## src/rtl/slm_param_pkg.sv

```systemverilog
// Shared widths, sign-magnitude offset type and command decode for the offset bank
// and the SDRAM-to-VGA-FIFO reader.
package slm_param_pkg;

  localparam int SLM_OFS_W   = 8;
  localparam int SLM_FRAME_W = 6;

  // Level the vsync synchronizer is preset to, so reset release never looks like an edge.
  localparam logic VS_IDLE = 1'b1;

  typedef struct packed {
    logic                 sign;
    logic [SLM_OFS_W-1:0] mag;
  } slm_ofs_t;

  typedef enum logic [1:0] {
    CMD_NONE,
    CMD_LOAD,
    CMD_INC,
    CMD_DEC
  } slm_cmd_e;

  // Load wins; inc and dec together cancel out.
  function automatic slm_cmd_e slm_cmd_decode(input logic load, input logic inc, input logic dec);
    slm_cmd_e cmd;
    if (load)
      cmd = CMD_LOAD;
    else if (inc ^ dec)
      cmd = inc ? CMD_INC : CMD_DEC;
    else
      cmd = CMD_NONE;
    return cmd;
  endfunction

endpackage

```

## src/rtl/vs_edge_sync.sv

```systemverilog
// Brings the active-low VGA vsync into CLOCK_50 and flags its falling edge
// (2-flop synchronizer, delay flop, edge detector).
module vs_edge_sync
  import slm_param_pkg::*;
(
  input  logic CLOCK_50,
  input  logic delayed_reset,
  input  logic iVGA_VS,
  output logic oFALL
);

  logic meta_q, meta_d;
  logic sync_q, sync_d;
  logic dly_q, dly_d;

  always_comb begin
    meta_d = iVGA_VS;
    sync_d = meta_q;
    dly_d  = sync_q;
  end

  always_ff @(posedge CLOCK_50 or posedge delayed_reset) begin
    if (delayed_reset) begin
      meta_q <= VS_IDLE;
      sync_q <= VS_IDLE;
      dly_q  <= VS_IDLE;
    end else begin
      meta_q <= meta_d;
      sync_q <= sync_d;
      dly_q  <= dly_d;
    end
  end

  assign oFALL = dly_q & ~sync_q;

endmodule

```

## src/rtl/slm_param_bank.sv

```systemverilog
// Shadow/active offset and frame-ID bank. Define SLM_PARAM_VSYNC_COMMIT_EN to commit
// shadow -> active on the vsync falling edge; otherwise the active values follow writes directly.
module slm_param_bank
  import slm_param_pkg::*;
#(
  parameter int                      NUM_CH       = 2,
  parameter int                      OFS_W        = SLM_OFS_W,
  parameter int                      FRAME_W      = SLM_FRAME_W,
  parameter int                      STEP         = 1,
  parameter logic [NUM_CH*OFS_W-1:0] RST_MAG_VEC  = '0,
  parameter logic [NUM_CH-1:0]       RST_SIGN_VEC = '0,
  localparam int                     CW           = (NUM_CH > 1) ? $clog2(NUM_CH) : 1
) (
  input  logic                      CLOCK_50,
  input  logic                      delayed_reset,
  input  logic [CW-1:0]             iCH_SEL,
  input  logic [OFS_W-1:0]          iLOAD_MAG,
  input  logic                      iLOAD_SIGN,
  input  logic                      iLOAD,
  input  logic                      iINC,
  input  logic                      iDEC,
  input  logic [FRAME_W-1:0]        iFRAME_ID,
  input  logic                      iFRAME_LOAD,
  input  logic                      iVGA_VS,
  output logic [NUM_CH*OFS_W-1:0]   oOFFSET_MAG,
  output logic [NUM_CH-1:0]         oOFFSET_SIGN,
  output logic [FRAME_W-1:0]        oFRAME_ID,
  output logic                      oPENDING,
  output logic                      oCOMMIT
);

  // Two spare bits hold any |value| + STEP without overflow.
  localparam int                    SW      = OFS_W + 2;
  localparam logic [OFS_W-1:0]      MAG_MAX = '1;
  localparam logic signed [SW-1:0]  STEP_S  = SW'(STEP);
  localparam logic signed [SW-1:0]  MAX_S   = $signed({2'b00, MAG_MAX});

  // Signed step on a sign-magnitude value; negative zero enters as 0, zero leaves as +0.
  function automatic logic [OFS_W:0] step_val(input logic sign, input logic [OFS_W-1:0] mag,
                                              input logic up);
    logic signed [SW-1:0] v;
    logic signed [SW-1:0] r;
    logic signed [SW-1:0] a;
    logic [OFS_W-1:0]     m;
    v = $signed({2'b00, mag});
    if (sign)
      v = -v;
    r = up ? (v + STEP_S) : (v - STEP_S);
    a = r[SW-1] ? -r : r;
    m = (a > MAX_S) ? MAG_MAX : OFS_W'(a);
    return {r[SW-1], m};
  endfunction

  slm_cmd_e cmd;
  logic     ch_ok;
  logic     ch_wr;
  logic     wr_any;
  logic     commit_evt;
  logic     vs_in;

  always_comb begin
    cmd    = slm_cmd_decode(iLOAD, iINC, iDEC);
    ch_ok  = (int'(iCH_SEL) < NUM_CH);
    ch_wr  = ch_ok && (cmd != CMD_NONE);
    wr_any = ch_wr || iFRAME_LOAD;
  end

`ifdef SLM_PARAM_VSYNC_COMMIT_EN
  assign vs_in = iVGA_VS;
`else
  logic unused_vs;
  assign vs_in     = VS_IDLE;
  assign unused_vs = iVGA_VS ^ commit_evt;
`endif

  vs_edge_sync u_vs_edge_sync (
    .CLOCK_50      (CLOCK_50),
    .delayed_reset (delayed_reset),
    .iVGA_VS       (vs_in),
    .oFALL         (commit_evt)
  );

  genvar gi;
  generate
    for (gi = 0; gi < NUM_CH; gi++) begin : g_ch
      logic [OFS_W-1:0] sh_mag_q, sh_mag_d;
      logic             sh_sign_q, sh_sign_d;
      logic [OFS_W:0]   stepped;
      logic             sel;

      assign sel = ch_ok && (int'(iCH_SEL) == gi);

      always_comb begin
        stepped   = step_val(sh_sign_q, sh_mag_q, cmd == CMD_INC);
        sh_mag_d  = sh_mag_q;
        sh_sign_d = sh_sign_q;
        if (sel) begin
          case (cmd)
            CMD_LOAD: begin
              sh_mag_d  = iLOAD_MAG;
              sh_sign_d = iLOAD_SIGN;
            end
            CMD_INC, CMD_DEC: {sh_sign_d, sh_mag_d} = stepped;
            default: ;
          endcase
        end
      end

      always_ff @(posedge CLOCK_50 or posedge delayed_reset) begin
        if (delayed_reset) begin
          sh_mag_q  <= RST_MAG_VEC[gi*OFS_W +: OFS_W];
          sh_sign_q <= RST_SIGN_VEC[gi];
        end else begin
          sh_mag_q  <= sh_mag_d;
          sh_sign_q <= sh_sign_d;
        end
      end

`ifdef SLM_PARAM_VSYNC_COMMIT_EN
      logic [OFS_W-1:0] act_mag_q, act_mag_d;
      logic             act_sign_q, act_sign_d;

      // The active copy takes the shadow as it stood before this edge's write.
      always_comb begin
        act_mag_d  = commit_evt ? sh_mag_q  : act_mag_q;
        act_sign_d = commit_evt ? sh_sign_q : act_sign_q;
      end

      always_ff @(posedge CLOCK_50 or posedge delayed_reset) begin
        if (delayed_reset) begin
          act_mag_q  <= RST_MAG_VEC[gi*OFS_W +: OFS_W];
          act_sign_q <= RST_SIGN_VEC[gi];
        end else begin
          act_mag_q  <= act_mag_d;
          act_sign_q <= act_sign_d;
        end
      end

      assign oOFFSET_MAG[gi*OFS_W +: OFS_W] = act_mag_q;
      assign oOFFSET_SIGN[gi]               = act_sign_q;
`else
      assign oOFFSET_MAG[gi*OFS_W +: OFS_W] = sh_mag_q;
      assign oOFFSET_SIGN[gi]               = sh_sign_q;
`endif
    end
  endgenerate

  logic [FRAME_W-1:0] sh_frame_q, sh_frame_d;
  logic               commit_q, commit_d;

  always_comb begin
    sh_frame_d = iFRAME_LOAD ? iFRAME_ID : sh_frame_q;
  end

`ifdef SLM_PARAM_VSYNC_COMMIT_EN
  logic [FRAME_W-1:0] act_frame_q, act_frame_d;
  logic               pending_q, pending_d;

  // A write on the commit edge keeps pending set: it belongs to the next frame.
  always_comb begin
    act_frame_d = commit_evt ? sh_frame_q : act_frame_q;
    pending_d   = wr_any | (pending_q & ~commit_evt);
    commit_d    = commit_evt;
  end

  always_ff @(posedge CLOCK_50 or posedge delayed_reset) begin
    if (delayed_reset) begin
      act_frame_q <= '0;
      pending_q   <= 1'b0;
    end else begin
      act_frame_q <= act_frame_d;
      pending_q   <= pending_d;
    end
  end

  assign oFRAME_ID = act_frame_q;
  assign oPENDING  = pending_q;
`else
  always_comb begin
    commit_d = wr_any;
  end

  assign oFRAME_ID = sh_frame_q;
  assign oPENDING  = 1'b0;
`endif

  always_ff @(posedge CLOCK_50 or posedge delayed_reset) begin
    if (delayed_reset) begin
      sh_frame_q <= '0;
      commit_q   <= 1'b0;
    end else begin
      sh_frame_q <= sh_frame_d;
      commit_q   <= commit_d;
    end
  end

  assign oCOMMIT = commit_q;

endmodule

```

## config.mk

```make
export PLATFORM = sky130hd
export DESIGN_NAME = slm_param_bank
export DESIGN_NICKNAME = d
export VERILOG_FILES = /design/src/rtl/slm_param_pkg.sv /design/src/rtl/vs_edge_sync.sv /design/src/rtl/slm_param_bank.sv
export SDC_FILE = /design/constraint.sdc
export NUM_CORES = 1
export LEC_CHECK = 0
export ABC_AREA = 1
export CELL_PAD_IN_SITES_DETAIL_PLACEMENT = 1
export CELL_PAD_IN_SITES_GLOBAL_PLACEMENT = 1
export CORE_MARGIN = 5
export CORE_UTILIZATION = 34
export CTS_CLUSTER_DIAMETER = 30
export DETAILED_ROUTE_END_ITERATION = 8
export GPL_ROUTABILITY_DRIVEN = 1
export HOLD_SLACK_MARGIN = 0.03
export MAX_ROUTING_LAYER = met4
export PLACE_DENSITY_LB_ADDON = 0.3
export SLEW_MARGIN = 20
export SYNTH_ARGS = -nofsm -noshare
export SYNTH_HDL_FRONTEND = slang
export SYNTH_HIERARCHICAL = 1
export SYNTH_SLANG_ARGS = --single-unit
```

## constraint.sdc

```tcl
create_clock -name CLOCK_50 -period 2.79 [get_ports CLOCK_50]
set_input_delay 0.558 -clock CLOCK_50 [delete_from_list [all_inputs] [get_ports CLOCK_50]]
set_output_delay 0.558 -clock CLOCK_50 [all_outputs]
set_load 0.05 [all_outputs]
```

==> impl_results.md <==
- Int Power: 2980 uW
- Clock transition at path regs: 0.10 ns
- H-tree Lvls: 1
- Switching share of power: 55.9%
- Slew Viols, Final: 0
- Largest net degree at the start of global routing: 25
- Clock net sink count: 25
- Crit path from: iDEC
- Die Width: 107 um
- Max-Cap Viols: 0
- CTS tree: yes
- DRC: 0
- Longest Clk Path Bufs: 2
- Die Height: 107 um
- Net Switching: 3770 uW
- Synth Cell Area: 0.00322 mm^2
- Worst reg2reg startpoint: g_ch[1].sh_mag_q[1]
- Syn Inst Count: 548
- Crit path kind: primary input to register
- Number of setup violations in the final report: 18
- Total number of vias: 4481
- DRT Pass-1 Iters: 5
- Rel. slew slack: 41.9%
- Ports: 49
- # fillers: 1158
- Synth Register Bits: 25
- Buffers on Ports: 46
- DRT antenna net count: 0
- CTS buffer count: 3
- Initial DRC count: 328
- Layout cell share with drive strength beyond 1: 41.5%
- Data required, critical path: 2.96 ns
- CP endpoint kind: register
- Total GRT Usage: 24.1%
- Yosys cell types: 38
- Synthesis-to-finish area growth: 66.6%
- Hold Crit Class: register to register
- Status: finished with violations
- Number of global-route vias before repair: 4542
- Initial antenna violation count: 0
- Final Instance Area: 0.00537 mm^2
- Wirelength per Cell: 21.0 um
- Clk_lat worst skew: 0.28 ns
- Syn_nets: 594
- Clock period minus worst slack: 3.14 ns
- Startpoint types: primary input
- Avg Synthesized Cell Area: 5.88 um^2
- DP HPWL: 9.98 mm
- Power Density: 1260 mW/mm^2
- Failing checks: setup timing
- Ant diodes: 0
- Cell leakage power: 0.00263 uW
- CTS Hold Bufs: 0
- Critical path arrival: 3.31 ns
- VDD IR-drop max: 0.604 mV
- CP max FO: 4
- Comb pwr share: 88.2%
- Die area: 0.0115 mm^2
- HP Start: oFRAME_ID[2]
- Max Clock Freq: 319 MHz
- Sequential share of power: 8.2%
- Actual slew at the worst max-slew pin: 0.870 ns
- # rows: 35
- Tcrit/Tclk final: 113%
- Ys Warns: 6
- Seq/Total Area, Yosys: 19.4%
- First-pass GRT wire length: 22.0 mm
- Setup TNS: -3.96 ns
- Clk_skew: 0.00139 ns
- GPL Wtd Cong: 0.935
- RSZ-0062 raised after global routing: yes
- Vias per cell: 5.50
- Final hold violations: 0
- Initial core utilization: 34.9%
- Core Footprint: 0.00924 mm^2
- Drt total wl: 17.1 mm
- Fin worst setup slack: -0.350 ns
- Nets: 733
- Clock Power Share: 3.6%
- Grt ovf: 0
- Root Buffer Master: clkbuf_8
- Total placed instance area: 0.00459 mm^2
[metrics by stage]
| step | power [uW] | std cells | util, % | hold WS (ns) | worst slack [ns] |
|---|---|---|---|---|---|
| after floorplan | 3240 | 548 | - | 0.585 | -0.0368 |
| after global placement | 4750 | 792 | 49.7 | 0.456 | -0.758 |
| after detailed placement | 4960 | 792 | 49.7 | 0.468 | -0.907 |
| after CTS | 5800 | 805 | 54.5 | 0.492 | -0.130 |
| after global routing | 7160 | 815 | 58.1 | 0.519 | -0.471 |
| final | 6750 | 815 | 58.1 | 0.494 | -0.350 |
[flip-flops by register name, summed over array words and instances, names as in the netlist]
name	flops
oCOMMIT	1
g_ch.sh_mag_q	16
oFRAME_ID	6
g_ch.sh_sign_q	2
[logic make-up (layout without fill, tap and decap cells)]
logic type	count (synthesis)	in the layout	synth area share, %
XOR/XNOR	18	18	4.89
flip-flops	25	25	19.4
AND/OR/NAND/NOR	344	344	46.3
buffers and inverters	86	224	11.0
adder cells (fa/ha/maj)	23	23	9.39
AO/OA/AOI/OAI	51	51	8.89
other	1	1	0.116
[cell type report]
cell class / instances / area, um^2 / share of cell area, %
sequential: 25 / 634 / 11.8
tap: 129 / 161 / 3.01
multi-input combinational: 437 / 2970 / 55.4
timing repair inverter: 2 / 22.5 / 0.419
timing repair buffer: 143 / 1230 / 22.9
inverter: 75 / 302 / 5.62
clock buffer: 4 / 45.0 / 0.839
[layout by cell type, fill, tap and decap left out, types with 10 or more instances in the layout]
cell | Yosys | final
clkdlybuf4s50_1 | 0 | 43
nand2_4 | 0 | 15
inv_1 | 67 | 58
dfrtp_1 | 25 | 18
ha_4 | 0 | 19
nand3_2 | 5 | 26
nor2_1 | 74 | 62
nand3_1 | 47 | 25
nand2_1 | 191 | 148
inv_2 | 6 | 12
xor2_1 | 12 | 10
buf_4 | 3 | 89
nand2_2 | 14 | 42
a21oi_2 | 3 | 18
nor2_2 | 3 | 11
[synthesized netlist by cell type (all sizes together)]
cell    number  area share [%]
inv         74             8.7
xnor2        6             1.6
a31oi        2            0.39
dfrtp       25              19
o22ai        1            0.19
nand2      205              25
conb         1            0.12
o21bai       2            0.47
nand4        2            0.58
o21a         2            0.47
ha          21             8.2
clkbuf       3            0.35
a21oi       27             4.5
fa           2             1.2
xor2        12             3.3
nand3b       3            0.70
or2          2            0.47
o21ai       16             2.6
buf          8             1.9
nor2        79              10
o31ai        1            0.23
clkinv       1            0.12
nand3       53             9.4
[power by group through the flow]
stage               registers, uW  logic [uW]  clock network, uW
floorplan                     757        2480                  0
CTS                           531        5040                228
global placement              530        4220                  0
detailed placement            537        4420                  0
global route                  558        6340                260
finish                        556        5950                243
[layer usage]
layer | up-vias | wire, um | GRT usage (%) | share of wire [%]
met5 | - | 0 | - | 0
met1 | 2243 | 6860 | 29.6 | 40
met4 | 0 | 587 | 5.14 | 3.4
li1 | 1979 | - | - | -
met3 | 61 | 844 | 1.62 | 4.9
met2 | 198 | 8790 | 43.6 | 51
[critical path, cell delays in order]
cell      delay [ns]
buf_2           0.11
ha_4            0.27
nor2_4          0.04
inv_4           0.08
nor2_8          0.04
buf_12          0.15
buf_12          0.13
fa_2            0.54
nand2_1         0.10
inv_1           0.11
nand2_1         0.11
nand3b_1        0.21
nor2_1          0.21
o21ai_2         0.09
nand2_2         0.12
buf_4           0.14
nand2_4         0.06
o21bai_4        0.15
a21oi_2         0.09
[final timing paths]
path | end | slack, ns | cells after the start
hold / removal | oFRAME_ID[2] | 0.49 | 2
max in group asynchronous | oFRAME_ID[4] | 1.43 | 3
setup reg to reg | g_ch[1].sh_mag_q[4] | -0.33 | 18
hold reg to reg | oFRAME_ID[2] | 0.49 | 2
setup / recovery | g_ch[1].sh_mag_q[7] | -0.35 | 19
min in group asynchronous | oFRAME_ID[3] | 0.74 | 2
[what timing repair did]
action	CTS	global route
pin swaps	40	39
gates resized for setup	89	72
setup buffers	9	10
gates cloned	2	0
endpoints found under the setup margin	18	18
hold endpoints to repair	0	0
(Power assumes the default switching activity.)
